### config.mk
export PLATFORM = sky130hd
export DESIGN_NAME = ym2149_bus_master
export DESIGN_NICKNAME = d
export VERILOG_FILES = /design/src/rtl/ym2149_bus_master_pkg.sv /design/src/rtl/ym2149_bus_master.sv
export SDC_FILE = /design/constraint.sdc
export NUM_CORES = 1
export LEC_CHECK = 0
export ABC_CLOCK_PERIOD_IN_PS = 3500
export BUFFER_PORTS_ARGS = -buffer_cell sky130_fd_sc_hd__buf_2
export CORE_MARGIN = 4
export CORE_UTILIZATION = 57
export CTS_BUF_LIST = sky130_fd_sc_hd__clkbuf_16
export DETAILED_ROUTE_END_ITERATION = 12
export PLACE_DENSITY = 0.84
export SYNTH_ARGS = -nofsm -noshare
export SYNTH_HDL_FRONTEND = slang
export SYNTH_SLANG_ARGS = --single-unit
### constraint.sdc
create_clock -name CLK -period 3.5 [get_ports CLK]
set_input_delay 0.35 -clock CLK [delete_from_list [all_inputs] [get_ports CLK]]
set_output_delay 0.35 -clock CLK [all_outputs]
set_load 0.02 [all_outputs]
### src/rtl/ym2149_bus_master_pkg.sv
// ym_bus_pkg: shared state encoding, bus modes and register numbers for the PSG bus master
package ym_bus_pkg;
  typedef enum logic [2:0] {IDLE, ADDR, AGAP, WDATA, RDATA, EGAP} state_e;
  localparam logic [1:0] MODE_INACTIVE = 2'b00;
  localparam logic [1:0] MODE_READ     = 2'b01;
  localparam logic [1:0] MODE_WRITE    = 2'b10;
  localparam logic [1:0] MODE_ADDR     = 2'b11;
  localparam logic [3:0] R_MIXER     = 4'd7;
  localparam logic [3:0] R_ENV_SHAPE = 4'd13;
  localparam logic [3:0] R_IOA       = 4'd14;
  localparam logic [3:0] R_IOB       = 4'd15;
  function automatic logic [1:0] state_mode(input state_e s);
    return s == ADDR ? MODE_ADDR : s == WDATA ? MODE_WRITE : s == RDATA ? MODE_READ : MODE_INACTIVE;
  endfunction
endpackage

### src/rtl/ym2149_bus_master.sv
// ym2149_bus_master: turns valid/ready requests into YM2149 address/write/read bus phases timed in CE ticks
module ym2149_bus_master
  import ym_bus_pkg::*;
#(
  parameter int PHASE_CYC = 2,
  parameter bit SKIP_ADDR = 1'b1
) (
  input  logic       CLK,
  input  logic       RESET,
  input  logic       CE,
  input  logic       REQ_VALID,
  output logic       REQ_READY,
  input  logic       REQ_WR,
  input  logic [3:0] REQ_ADDR,
  input  logic [7:0] REQ_DATA,
  output logic       RSP_VALID,
  output logic [7:0] RSP_DATA,
  output logic       BUSY,
  output logic       BDIR,
  output logic       BC,
  output logic [7:0] DO,
  input  logic [7:0] DI
);
  state_e     state;
  logic [3:0] cnt;
  logic       wr_q;
  logic [3:0] addr_q;
  logic [7:0] data_q;
  logic [3:0] last_addr;
  logic       last_vld;
  logic       phase_end;
  logic       skip;
  assign phase_end = CE && cnt == 4'(PHASE_CYC - 1);
  assign skip = SKIP_ADDR && last_vld && REQ_ADDR == last_addr;
  assign {BDIR, BC} = state_mode(state);
  assign BUSY = state != IDLE;
  assign REQ_READY = !RESET && state == IDLE;
  always_ff @(posedge CLK) begin
    if (RESET) begin
      state     <= IDLE;
      cnt       <= 4'd0;
      wr_q      <= 1'b0;
      addr_q    <= 4'd0;
      data_q    <= 8'd0;
      last_addr <= 4'd0;
      last_vld  <= 1'b0;
      DO        <= 8'd0;
      RSP_DATA  <= 8'd0;
      RSP_VALID <= 1'b0;
    end else begin
      RSP_VALID <= 1'b0;
      if (state == IDLE) begin
        if (REQ_VALID) begin
          wr_q   <= REQ_WR;
          addr_q <= REQ_ADDR;
          data_q <= REQ_DATA;
          cnt    <= 4'd0;
          state  <= !skip ? ADDR : REQ_WR ? WDATA : RDATA;
          DO     <= !skip ? {4'h0, REQ_ADDR} : REQ_WR ? REQ_DATA : DO;
        end
      end else if (CE) begin
        cnt <= phase_end ? 4'd0 : cnt + 4'd1;
        if (phase_end) begin
          case (state)
            ADDR: begin
              state     <= AGAP;
              last_addr <= addr_q;
              last_vld  <= 1'b1;
            end
            AGAP: begin
              state <= wr_q ? WDATA : RDATA;
              DO    <= wr_q ? data_q : DO;
            end
            WDATA: state <= EGAP;
            RDATA: begin
              state     <= EGAP;
              RSP_DATA  <= DI;
              RSP_VALID <= 1'b1;
            end
            default: state <= IDLE;
          endcase
        end
      end
    end
  end
endmodule

==> metrics, run 1 <==
Seq cells post-synth=42; async set-reset flop share out of synthesis=0; Tightest Pin Transition=0.6427 ns; FMAX=451.8 MHz; hold_buf cts=0; Relative slew margins=0.5701; cell row count=21; R2R setup slack=1.41 ns; hold_ws=0.2929 ns; fin nets=298; CTS Sinks=42; TritonRoute pass-1 iters=4; Die ar.=0.004492 sq mm; hold path start=DI[5]; count leader, synth=dfxtp_1; GPL Wtd Cong=0.8870; DRT antenna net count=0; layout cells sized above 1=0.2500; DRC Markers=0; Total Routing Usage GR=0.2395; largest net degree at the start of global routing=37; most frequent cells after synthesis=dfxtp_1, nand2_1, nor2_1; hold path endpoint=RSP_DATA[5]; required time worst endpoint=3.15 ns; P_sw=660.9 uW; IO buf count=45; Primary FF master, synth=dfxtp_1; worst hold-check path type=in2reg; clock root cell=clkbuf_16; clock latency on the worst-skew pair=0.28 ns; critical-path cell list=or2_2 > nor2_4 > inv_1 > nor2_1 > buf_2; CP Capture Type=output port; Setup TNS Final=0 ns; Cell Area, Synth=0.001986 sq mm; hold depth=3; crit-path max cell delay=0.43 ns; hpwl dp=3361 um; post-CTS setup buffer count=0; vias per cell=5.818; CP top delay family=simple AND/OR/NAND/NOR gates; crit start category=flop; clock skew=0.004694 ns; Area contributors post-synth=dfxtp_1, mux2i_1, nand2_1; core area=0.003363 sq mm; Yosys top cell by area=dfxtp_1; Pint=1.111 mW; first-pass GRT wire length=8135 um; Util after Layout=0.7135; WP buf/inv=2; Seq/Total Area, Yosys=0.4234; PD cells=738.4 mW/mm^2; Reg2Reg Depth=6; initial antenna violation count=0; CTS H-Tree Depth=2; Reg power frac=0.360; CTS tree=built; crit-path max FO=15; launch point of the critical path=state[1]; total gr overflow=0; Initial Util=0.5904; clock share of power=0.293; unrepaired setup endpoints after global routing=no; syn_area_per_cell=8.671 sq um; Syn-to-layout area delta=20.86%; share of the synthesized area in the top cell type=0.4234; worst r2r dst=DO[7]; die height=67.02 um; Max Cap Violations=0; Pins Over Slew Limit=0; outcome=finished, final reports clean; EDFF count, synth=0; I/O pin cnt=46; Vias=1850; Worst VDD drop=0.3889 mV; final setup vio count=0; Syn Nets=256; Final Critical Period=2.213 ns; routed wire length=4985 um; Mapped Cells=229; CTS Buf Count=5; Die Span X=67.02 um; clk buf depth=2; reg2reg start=cnt[0]; Comb power frac=0.348; CP max-delay cell=dfxtp_1; Routed WL per cell=15.68 um; worst path arrival time=1.86 ns; Hold Fails Final Rpt=0; Synth Warn #=0; switching portion of total power=0.3730; static leakage=1.075 nW; Crit Path Class=reg2out; PostCTS Resize Cnt=0; First DRT Iteration DRCs=220; Worst-path clk slew=0.06 ns; vias in the first global route=1778; antenna cells=0; synth unique cells=42; Final Cycle Share=0.6324
==> placed cells by master (no fill, tap or decap), types with 2 or more instances in the layout <==
cell type   n
clkinv_2    2
mux2i_1    16
xnor2_1     3
ha_1        2
a21oi_1    20
clkbuf_16   5
nand2_1    38
a21boi_0    2
nand4_1     2
buf_2      45
inv_1       7
or2_2       2
o221ai_1    3
o31ai_1     3
nand3_1     4
a21o_1      2
buf_4       2
a221oi_1    2
o21ai_0     6
a32o_1      4
nor2_1     24
a31oi_1     2
nor2b_1     4
nor2_4      2
dfxtp_1    42
xor2_1      6
a211oi_1    4
==> worst max-delay path by stage <==
| stage | depth (start not counted) | endpoint |
|---|---|---|
| floorplan | 6 | REQ_READY |
| global placement | 6 | DO[4] |
| detailed placement | 6 | DO[7] |
| CTS | 5 | REQ_READY |
| global route | 5 | REQ_READY |
| finish | 5 | REQ_READY |
==> worst reg2reg max path, stage by stage, from the launching register on <==
cell and delay [ns]:
dfxtp_1 0.40, ha_1 0.19, and4bb_2 0.31, a21o_1 0.13, o21ai_1 0.16, nor3_2 0.54, mux2i_1 0.28
==> per-stage QoR <==
step	instances	setup slack, ns	instance area, sq um	power (mW)
after floorplan	229	1.632	1986	1.090
after global placement	310	1.513	2235	1.229
after detailed placement	310	1.442	2235	1.246
after CTS	318	1.321	2400	1.764
after global routing	318	1.197	2400	1.871
final	318	1.287	2400	1.772
==> registers in the layout, summed over array words and instances, names as in the netlist <==
name and flops:
DO 8, RSP_DATA 8, RSP_VALID 1, addr_q 4, cnt 4, data_q 8, last_addr 4, last_vld 1
state 3, wr_q 1
==> per-layer routing <==
metal	global-route usage	vias up	part of all wire	wire length (um)
met5	0	-	0	0
met1	0.3075	859	0.45	2224
met4	0.09873	0	0.012	59
met2	0.3620	93	0.45	2226
met3	0.08263	8	0.095	474
li1	-	890	-	-
==> layout make-up <==
type / count / area, sq um
sequential: 42 / 840.8
clock buffer: 5 / 125.1
inverter: 8 / 30.03
tap: 46 / 57.56
multi-input combinational: 167 / 1066
timing repair buffer: 47 / 240.2
clock inverter: 3 / 40.04
fill: 279 / 963.4
==> power by group through the flow <==
| stage | Clock, mW | Combinational (mW) | Sequential (mW) |
|---|---|---|---|
| after floorplan | 0 | 0.463 | 0.627 |
| final | 0.518 | 0.617 | 0.637 |
| after detailed placement | 0 | 0.602 | 0.643 |
| after global placement | 0 | 0.590 | 0.638 |
| after global routing | 0.547 | 0.677 | 0.647 |
| after CTS | 0.521 | 0.608 | 0.635 |
==> kinds of logic after synthesis <==
family	after synthesis	share of synthesized area
compound gates	54	0.1853
fa+ha+maj	2	0.01260
flops	42	0.4234
buf+inv	20	0.03969
xor+xnor	9	0.03970
mux	16	0.08065
simple gates	86	0.2186
(Power assumes the default switching activity.)
==> run 2: changes to the inputs <==
- ABC_CLOCK_PERIOD_IN_PS: 3500 -> 1950
- CORE_UTILIZATION: 57 -> 48
- PLACE_DENSITY: 0.84 -> 0.75
- clock period: 3.5 -> 1.95 ns (I/O delays scaled with it)
==> run 2 against run 1 <==
  * Largest cell class unchanged
  * Clock skew is essentially flat
  * Hold slack got worse by 0.15 ns
  * Critical path depth is the same
  * Flip-flop and latch count stayed put
  * Combinational power is 100% higher
  * Core utilization is 9.4 points lower
  * Sequential share of layout area shrank 1.1 points
  * Final area rose by 3.3%
  * Count of clock-buffer cells in the layout did not move
  * Worst setup slack lost 1.2 ns
  * Via count decreased by 1.8%
==> metrics, run 2 (synthesis results as in run 1) <==
Pint=2.081 mW; DRC Markers=0; outcome=finished, final reports clean; vias per cell=5.503; cell row count=23; critical-path cell list=xor2_1 > or4_4 > o311a_2 > o221ai_1 > o21ai_0; static leakage=1.109 nW; Initial Util=0.4964; worst r2r dst=DO[3]; hold_ws=0.1392 ns; GR Layer Usage met3=0.05817; Routed WL per cell=14.55 um; routed wire length=4801 um; CTS Buf Count=5; launch point of the critical path=last_addr[0]; largest net degree at the start of global routing=26; Vias=1816; crit-path max cell delay=0.58 ns; worst path arrival time=2.03 ns; Final Cycle Share=0.9573; Worst-path clk slew=0.06 ns; PD cells=1331 mW/mm^2; final setup vio count=0; IO buf count=45; fin nets=306; Die ar.=0.005229 sq mm; Syn-to-layout area delta=24.89%; M2 GR Usage=0.3033; TritonRoute pass-1 iters=4; Top Usage Layer GRT=met2; Pins Over Slew Limit=0; core area=0.004000 sq mm; clock root cell=clkbuf_16; crit path to=DO[3]; DRT antenna net count=0; clock skew=0.005130 ns; First DRT Iteration DRCs=148; switching portion of total power=0.3693; Max Cap Violations=0; required time worst endpoint=2.12 ns; Final Critical Period=1.867 ns; Die Span X=72.32 um; hold_buf cts=0; FMAX=535.7 MHz; total gr overflow=0; first-pass GRT wire length=7983 um; CTS Sinks=42; clock latency on the worst-skew pair=0.29 ns; Reg2Reg Depth=5; commonest cells after routing, fill and taps aside=buf_2, dfxtp_1, nand2_1; worst hold-check path type=in2reg; Crit Path Class=reg2reg; layout cells sized above 1=0.2750; die height=72.32 um; reg2reg start=last_addr[0]; GPL Wtd Cong=0.8419; CP Capture Type=flop; Layout Cells excl Fill=330; biggest regs=DO x8, RSP_DATA x8, data_q x8; vias in the first global route=1752; crit-path max FO=4; initial antenna violation count=0; Pwr Total=3.300 mW; Tightest Pin Transition=0.4857 ns; Comb power frac=0.381; Post-Place Cells=322; design area=0.002480 sq mm; Reg power frac=0.332; crit start category=flop; grt met1 use=0.2470; unrepaired setup endpoints after global routing=no; CTS H-Tree Depth=2; commonest non-fill, non-tap cell in the layout=buf_2; Total Routing Usage GR=0.1961; CP max-delay cell=or4_4; clock share of power=0.287; Relative slew margins=0.6762; hpwl dp=3479 um; P_sw=1.219 mW; I/O pin cnt=46; CTS tree=built; R2R setup slack=0.08 ns; clk buf depth=2; Setup TNS Final=0 ns; antenna cells=0; Worst VDD drop=0.7464 mV; placed inst area=0.002300 sq mm; Hold Fails Final Rpt=0
[run 2: per-layer routing]
layer / share of wire / up-vias
met4: 0.016 / 0
met5: 0 / -
met1: 0.45 / 846
met2: 0.46 / 61
li1: - / 901
met3: 0.075 / 8
[run 2: power by group through the flow]
stage | clock network [mW] | registers [mW] | logic, mW
floorplan | 0 | 1.13 | 0.831
global placement | 0 | 1.11 | 1.21
detailed placement | 0 | 1.11 | 1.23
CTS | 0.967 | 1.09 | 1.23
global route | 1.00 | 1.12 | 1.38
finish | 0.946 | 1.10 | 1.26
[run 2: cell type report]
cell class | count | area [sq um]
Timing Repair Buffer | 55 | 300.3
Fill cell | 358 | 1520
Tap cell | 50 | 62.56
Sequential cell | 42 | 840.8
Multi-Input combinational cell | 167 | 1076
Inverter | 8 | 30.03
Clock buffer | 5 | 125.1
Clock inverter | 3 | 45.04
[run 2: metrics by stage]
step	setup slack (ns)	util
finish	0.08330	0.6200
global route	0.006522	0.6200
CTS	0.01513	0.6175
detailed placement	0.04378	0.5749
global placement	0.1020	0.5749
floorplan	0.1886	-
[run 2: worst min-delay path by stage]
stage | start | endpoint | slack [ns] | cells past startpoint
finish | DI[6] | RSP_DATA[6] | 0.14 | 3
global placement | DI[1] | RSP_DATA[1] | 0.42 | 3
floorplan | REQ_ADDR[0] | addr_q[0] | 0.33 | 2
detailed placement | DI[7] | RSP_DATA[7] | 0.44 | 3
CTS | DI[6] | RSP_DATA[6] | 0.13 | 3
global route | DI[7] | RSP_DATA[7] | 0.15 | 3
[run 2: critical path: cells and delay by family, from the launching register on]
family	cells	cell delay [ns]
AO/OA/AOI/OAI	3	0.67
flip-flops	1	0.32
AND/OR/NAND/NOR	1	0.58
XOR/XNOR	1	0.19
[run 2: what timing repair did]
item                                    4_1_cts  5_1_grt
endpoints found under the setup margin        0        6
resized for setup                             0        2
setup buffers                                 0        0
